<file path="config.mk">
export PLATFORM = sky130hd
export DESIGN_NAME = lfsr_rng_flat
export DESIGN_NICKNAME = d
export VERILOG_FILES = /design/src/rtl/lfsr_rng_if.sv /design/src/rtl/lfsr_rng.sv /design/src/flat_wrapper.sv
export SDC_FILE = /design/constraint.sdc
export NUM_CORES = 1
export LEC_CHECK = 0
export ABC_AREA = 1
export CAP_MARGIN = 20
export CORE_UTILIZATION = 45
export CTS_BUF_LIST = sky130_fd_sc_hd__clkbuf_4
export CTS_CLUSTER_DIAMETER = 50
export DETAILED_ROUTE_END_ITERATION = 6
export PLACE_DENSITY_LB_ADDON = 0.25
export SETUP_SLACK_MARGIN = 0.05
export SLEW_MARGIN = 15
export SYNTH_ARGS = -nofsm -noshare
export SYNTH_HDL_FRONTEND = slang
export SYNTH_SLANG_ARGS = --single-unit
export TNS_END_PERCENT = 100
</file>
<file path="constraint.sdc">
create_clock -name clk -period 2.3 [get_ports clk]
set_input_delay 0.345 -clock clk [delete_from_list [all_inputs] [get_ports clk]]
set_output_delay 0.345 -clock clk [all_outputs]
set_load 0.01 [all_outputs]
</file>
<file path="src/rtl/lfsr_rng_if.sv">
// Draw handshake between a requester and lfsr_rng: request, busy, and the
// registered result with its valid/fail qualifiers.
interface lfsr_rng_if #(
    parameter int unsigned OUT_W = 3
);
    logic             req;
    logic             busy;
    logic [OUT_W-1:0] rnd;
    logic             rnd_valid;
    logic             rnd_fail;

    modport master (
        output req,
        input  busy,
        input  rnd,
        input  rnd_valid,
        input  rnd_fail
    );

    modport slave (
        input  req,
        output busy,
        output rnd,
        output rnd_valid,
        output rnd_fail
    );
endinterface

</file>
<file path="src/rtl/lfsr_rng.sv">
// Maximal-length XNOR Fibonacci LFSR with a bounded draw port (rejection sampling).
// Optional all-ones lock-up recovery is enabled by defining LFSR_LOCKUP_RECOVER_EN.
module lfsr_rng #(
    parameter int unsigned       WIDTH     = 10,
    parameter logic [WIDTH-1:0]  TAPS      = 10'b10_0100_0000,
    parameter longint unsigned   RANGE     = 6,
    parameter int unsigned       MAX_TRIES = 16
) (
    input  logic             clk,
    input  logic             reset,
    input  logic             en_i,
    input  logic             load_i,
    input  logic [WIDTH-1:0] seed_in_i,
    output logic [WIDTH-1:0] state_o,
    output logic             lockup_o,
    lfsr_rng_if.slave        draw_if
);

    localparam int unsigned OUT_W = $clog2(RANGE);
    localparam int unsigned CNT_W = (MAX_TRIES > 1) ? $clog2(MAX_TRIES) : 1;

    // Elaboration-time parameter sanity.
    if (WIDTH < 3 || WIDTH > 32) begin : g_chk_width
        $error("lfsr_rng: WIDTH must be in 3..32");
    end
    if (RANGE < 2 || RANGE > (64'(1) << WIDTH)) begin : g_chk_range
        $error("lfsr_rng: RANGE must be in 2..2**WIDTH");
    end
    if (MAX_TRIES < 1) begin : g_chk_tries
        $error("lfsr_rng: MAX_TRIES must be at least 1");
    end
    if (OUT_W > WIDTH) begin : g_chk_outw
        $error("lfsr_rng: draw width exceeds LFSR width");
    end

    typedef enum logic {
        IDLE = 1'b0,
        DRAW = 1'b1
    } fsm_e;

    fsm_e             fsm_q;
    logic [WIDTH-1:0] state_q;
    logic [WIDTH-1:0] state_d;
    logic [CNT_W-1:0] try_q;
    logic [OUT_W-1:0] rnd_q;
    logic             rnd_valid_q;
    logic             rnd_fail_q;

    logic             fb_c;
    logic             step_c;
    logic [WIDTH-1:0] shift_c;
    logic [OUT_W-1:0] cand_c;
    logic             cand_ok_c;
    logic             last_try_c;

    assign fb_c       = ~^(state_q & TAPS);
    assign shift_c    = {state_q[WIDTH-2:0], fb_c};
    assign step_c     = en_i | (fsm_q == DRAW);
    assign cand_c     = state_q[OUT_W-1:0];
    assign cand_ok_c  = 64'(cand_c) < RANGE;
    assign last_try_c = (try_q == CNT_W'(MAX_TRIES - 1));

`ifdef LFSR_LOCKUP_RECOVER_EN
    logic lockup_d;
    logic lockup_q;

    // Next LFSR value: load wins, all-ones escapes to zero on a step.
    always_comb begin
        state_d  = state_q;
        lockup_d = 1'b0;
        if (load_i) begin
            state_d = seed_in_i;
        end else if (step_c) begin
            if (&state_q) begin
                state_d  = '0;
                lockup_d = 1'b1;
            end else begin
                state_d = shift_c;
            end
        end
    end

    always_ff @(posedge clk) begin
        if (reset) begin
            lockup_q <= 1'b0;
        end else begin
            lockup_q <= lockup_d;
        end
    end

    assign lockup_o = lockup_q;
`else
    // Next LFSR value: load wins over step; all-ones maps onto itself.
    always_comb begin
        state_d = state_q;
        if (load_i) begin
            state_d = seed_in_i;
        end else if (step_c) begin
            state_d = shift_c;
        end
    end

    assign lockup_o = 1'b0;
`endif

    // LFSR register and draw FSM with registered result.
    always_ff @(posedge clk) begin
        if (reset) begin
            state_q     <= '0;
            fsm_q       <= IDLE;
            try_q       <= '0;
            rnd_q       <= '0;
            rnd_valid_q <= 1'b0;
            rnd_fail_q  <= 1'b0;
        end else begin
            state_q     <= state_d;
            rnd_valid_q <= 1'b0;
            rnd_fail_q  <= 1'b0;
            unique case (fsm_q)
                IDLE: begin
                    if (draw_if.req) begin
                        fsm_q <= DRAW;
                        try_q <= '0;
                    end
                end
                DRAW: begin
                    if (cand_ok_c) begin
                        rnd_q       <= cand_c;
                        rnd_valid_q <= 1'b1;
                        fsm_q       <= IDLE;
                    end else if (last_try_c) begin
                        rnd_q       <= '0;
                        rnd_valid_q <= 1'b1;
                        rnd_fail_q  <= 1'b1;
                        fsm_q       <= IDLE;
                    end else begin
                        try_q <= try_q + CNT_W'(1);
                    end
                end
            endcase
        end
    end

    assign state_o           = state_q;
    assign draw_if.busy      = (fsm_q == DRAW);
    assign draw_if.rnd       = rnd_q;
    assign draw_if.rnd_valid = rnd_valid_q;
    assign draw_if.rnd_fail  = rnd_fail_q;

endmodule
</file>
<file path="src/flat_wrapper.sv">
// flat-port wrapper written by rule: the top's interface ports become plain ports
module lfsr_rng_flat 
#(
    parameter int unsigned       WIDTH     = 10,
    parameter logic [WIDTH-1:0]  TAPS      = 10'b10_0100_0000,
    parameter longint unsigned   RANGE     = 6,
    parameter int unsigned       MAX_TRIES = 16
)
  (clk, reset, en_i, load_i, seed_in_i, state_o, lockup_o, draw_if_req, draw_if_busy, draw_if_rnd, draw_if_rnd_valid, draw_if_rnd_fail);
  lfsr_rng_if draw_if_i ();
  input  logic clk;
  input  logic reset;
  input  logic en_i;
  input  logic load_i;
  input  logic [WIDTH-1:0] seed_in_i;
  output logic [WIDTH-1:0] state_o;
  output logic lockup_o;
  input wire logic [$bits(draw_if_i.req)-1:0] draw_if_req;
  output wire logic [$bits(draw_if_i.busy)-1:0] draw_if_busy;
  output wire logic [$bits(draw_if_i.rnd)-1:0] draw_if_rnd;
  output wire logic [$bits(draw_if_i.rnd_valid)-1:0] draw_if_rnd_valid;
  output wire logic [$bits(draw_if_i.rnd_fail)-1:0] draw_if_rnd_fail;
  assign draw_if_i.req = draw_if_req;
  assign draw_if_busy = draw_if_i.busy;
  assign draw_if_rnd = draw_if_i.rnd;
  assign draw_if_rnd_valid = draw_if_i.rnd_valid;
  assign draw_if_rnd_fail = draw_if_i.rnd_fail;
  lfsr_rng #(.WIDTH(WIDTH), .TAPS(TAPS), .RANGE(RANGE), .MAX_TRIES(MAX_TRIES)) u_core (.clk(clk), .reset(reset), .en_i(en_i), .load_i(load_i), .seed_in_i(seed_in_i), .state_o(state_o), .lockup_o(lockup_o), .draw_if(draw_if_i));
endmodule
</file>
==> run_results.csv <==
group,metric,value,unit
die,initial_core_util,47.5,%
critical_path,cp_max_fo,9,
final_layout,area_growth,37.2,%
synthesis,yosysWarnings,0,
timing,fin_crit_sh,73.8,%
drt,avgRoutedWirePerCell,10.8,um
synthesis,ys.flop_type,"dfxtp_1",
cts,clk_pin_slew_worst_paths,0.10,ns
timing,setup_tns,0,ns
critical_path,worst_ep_required_time,1.96,ns
placed_design,portBuffers,30,
die,rows,16,
cts,cts_tree,"yes",
final_layout,diodes,0,
cts,clockBufferDepth,2,
drt,viasPerCell,4.89,
synthesis,syn_avg_cell_area,7.26,sq um
drt,drt-total-wl,2000,um
synthesis,synthTopCellsByArea,"dfxtp_1, nand2_1, a31oi_1, nor2_1, nand3_1",
timing,hold_violations,0,
placed_design,gp_congestion,0.862,
timing,finalClockSkew,0.0106,ns
final_layout,drive_gt1_share,8.23,%
synthesis,ys_async_sr_fraction,0,%
die,fp.dieW,47.3,um
synthesis,synth.most_common_cell,"nand2_1",
synthesis,yosysTopAreaCellShare,43.4,%
timing,setup_violations,0,
run_status,status,"complete, no violations",
drt,via_count,904,
pwr,leakage,0.000504,uW
global_routing,grt-ovfl-total,0,
critical_path,critPathKind,"register to output port",
critical_path,arrival,1.35,ns
timing,drv_slew,0,
cts,holdBufCountCts,0,
hold_path,hold_path_class,"register to register",
synthesis,synth_top_area_cell,"dfxtp_1",
die,core-area,1940,sq um
cts,cts_resized,0,
cts,clock_latency,0.30,ns
global_routing,grtUsageTotal,20.7,%
pwr,peakVddDrop,0.421,mV
critical_path,end_kind,"output port",
cts,postCtsSetupRepairBufs,0,
critical_path,cp-start-kind,"register",
pwr,power.density,530,nW/um^2
die,io_pins,32,
timing,finalCriticalPeriod,1.70,ns
global_routing,grt_pass1_vias,735,
run,cap_violations,0,
placed_design,dp_hpwl,1550,um
drt,drc_errors,0,
global_routing,grt_start_max_net_pins,14,
drt,drtIter0Drc,18,
synthesis,syn_area,922,sq um
timing,rsz0062_at_grt,"false",
timing,hold-worst-slack,0.470,ns
cts,root_buffer,"clkbuf_4",
synthesis,syn_nets,143,
synthesis,synth_seq_cells,20,
global_routing,antenna_found_initial,0,
cts,htreeDepth,1,
timing,clock.fmax,590,MHz
synthesis,synth_edf_count,0,
die,fp.dieArea,2230,sq um
drt,drtAntennaViolNets,0,
global_routing,grt_pass1_wl,3190,um
cts,numCtsBuffers,3,
synthesis,synth.top_cells.by_count,"nand2_1, dfxtp_1, nor2_1",
synthesis,seq_area_frac_synth,43.4,%
cts,cts_sinks,20,
drt,firstDrtPassIters,4,
final_layout,num-nets-final,175,
synthesis,ys_types,26,
die,fp.dieH,47.3,um
pwr,power,670,uW
synthesis,netlist_instances,127,
## layout by cell type, fill, tap and decap left out, types with 2 or more instances in the layout
| master | instances |
|---|---|
| nand3_1 | 8 |
| inv_1 | 10 |
| a31oi_1 | 7 |
| a21oi_1 | 7 |
| clkbuf_4 | 3 |
| inv_2 | 2 |
| nand2_2 | 3 |
| clkdlybuf4s50_1 | 30 |
| nor2_1 | 11 |
| clkinv_1 | 2 |
| buf_4 | 2 |
| o21ai_1 | 3 |
| nand2_1 | 39 |
| dfxtp_1 | 20 |
## worst max-delay path: stages (launching register included)
cell and delay, ns:
dfxtp_1 0.32, buf_4 0.18, clkdlybuf4s50_1 0.55
## state kept, by name (all words and copies together) (netlist names)
name / flops
u_core.draw_if.rnd: 3
u_core.draw_if.rnd_valid: 1
u_core.draw_if.busy: 1
u_core.state_o: 10
u_core.try_q: 4
u_core.draw_if.rnd_fail: 1
## report_power, final
group	internal (uW)	switching, uW
combinational	66.5	60.3
clock	63.2	105
sequential	362	12.6
## cell families (layout without fill, tap and decap cells)
kind of cell	after synthesis	count (layout)	share of synthesized area (%)
AO/OA/AOI/OAI	19	19	11.5
XOR/XNOR	1	1	0.950
adder cells (fa/ha/maj)	1	1	1.36
buffers and inverters	18	49	8.82
flip-flops	20	20	43.4
other	1	1	0.407
AND/OR/NAND/NOR	67	67	33.5
## worst paths after layout
path                            cells after the start  slack (ns)             startpoint                     to
worst max-delay path                                2        0.60    u_core.draw_if.busy           draw_if_busy
worst min-delay path                                2        0.47  u_core.draw_if.rnd[1]  u_core.draw_if.rnd[1]
worst max register to register                      7        0.99        u_core.try_q[0]        u_core.try_q[3]
worst min register to register                      2        0.47  u_core.draw_if.rnd[1]  u_core.draw_if.rnd[1]
## final cells by class
cell class | count | area, sq um
timing repair buffer | 32 | 315
multi-input combinational | 89 | 440
clock inverter | 1 | 3.75
sequential | 20 | 400
clock buffer | 3 | 22.5
inverter | 13 | 48.8
tap | 27 | 33.8
fill | 173 | 677
## layer usage
| metal | GRT usage [%] | vias up | part of all wire (%) |
|---|---|---|---|
| met5 | 0 | - | 0 |
| met4 | 9.71 | 0 | 1.3 |
| met3 | 5.00 | 4 | 6.2 |
| met2 | 33.4 | 31 | 49 |
| met1 | 25.9 | 399 | 43 |
| li1 | - | 470 | - |
## per-stage QoR
| step | std cells | area, sq um | setup slack [ns] | utilization [%] |
|---|---|---|---|---|
| after detailed placement | 181 | 1240 | 0.565 | 63.8 |
| after CTS | 185 | 1260 | 0.588 | 65.1 |
| after global placement | 181 | 1240 | 0.620 | 63.8 |
| final | 185 | 1260 | 0.604 | 65.1 |
| after global routing | 185 | 1260 | 0.525 | 65.1 |
| after floorplan | 127 | 922 | 1.20 | - |
(Power assumes the default switching activity.)
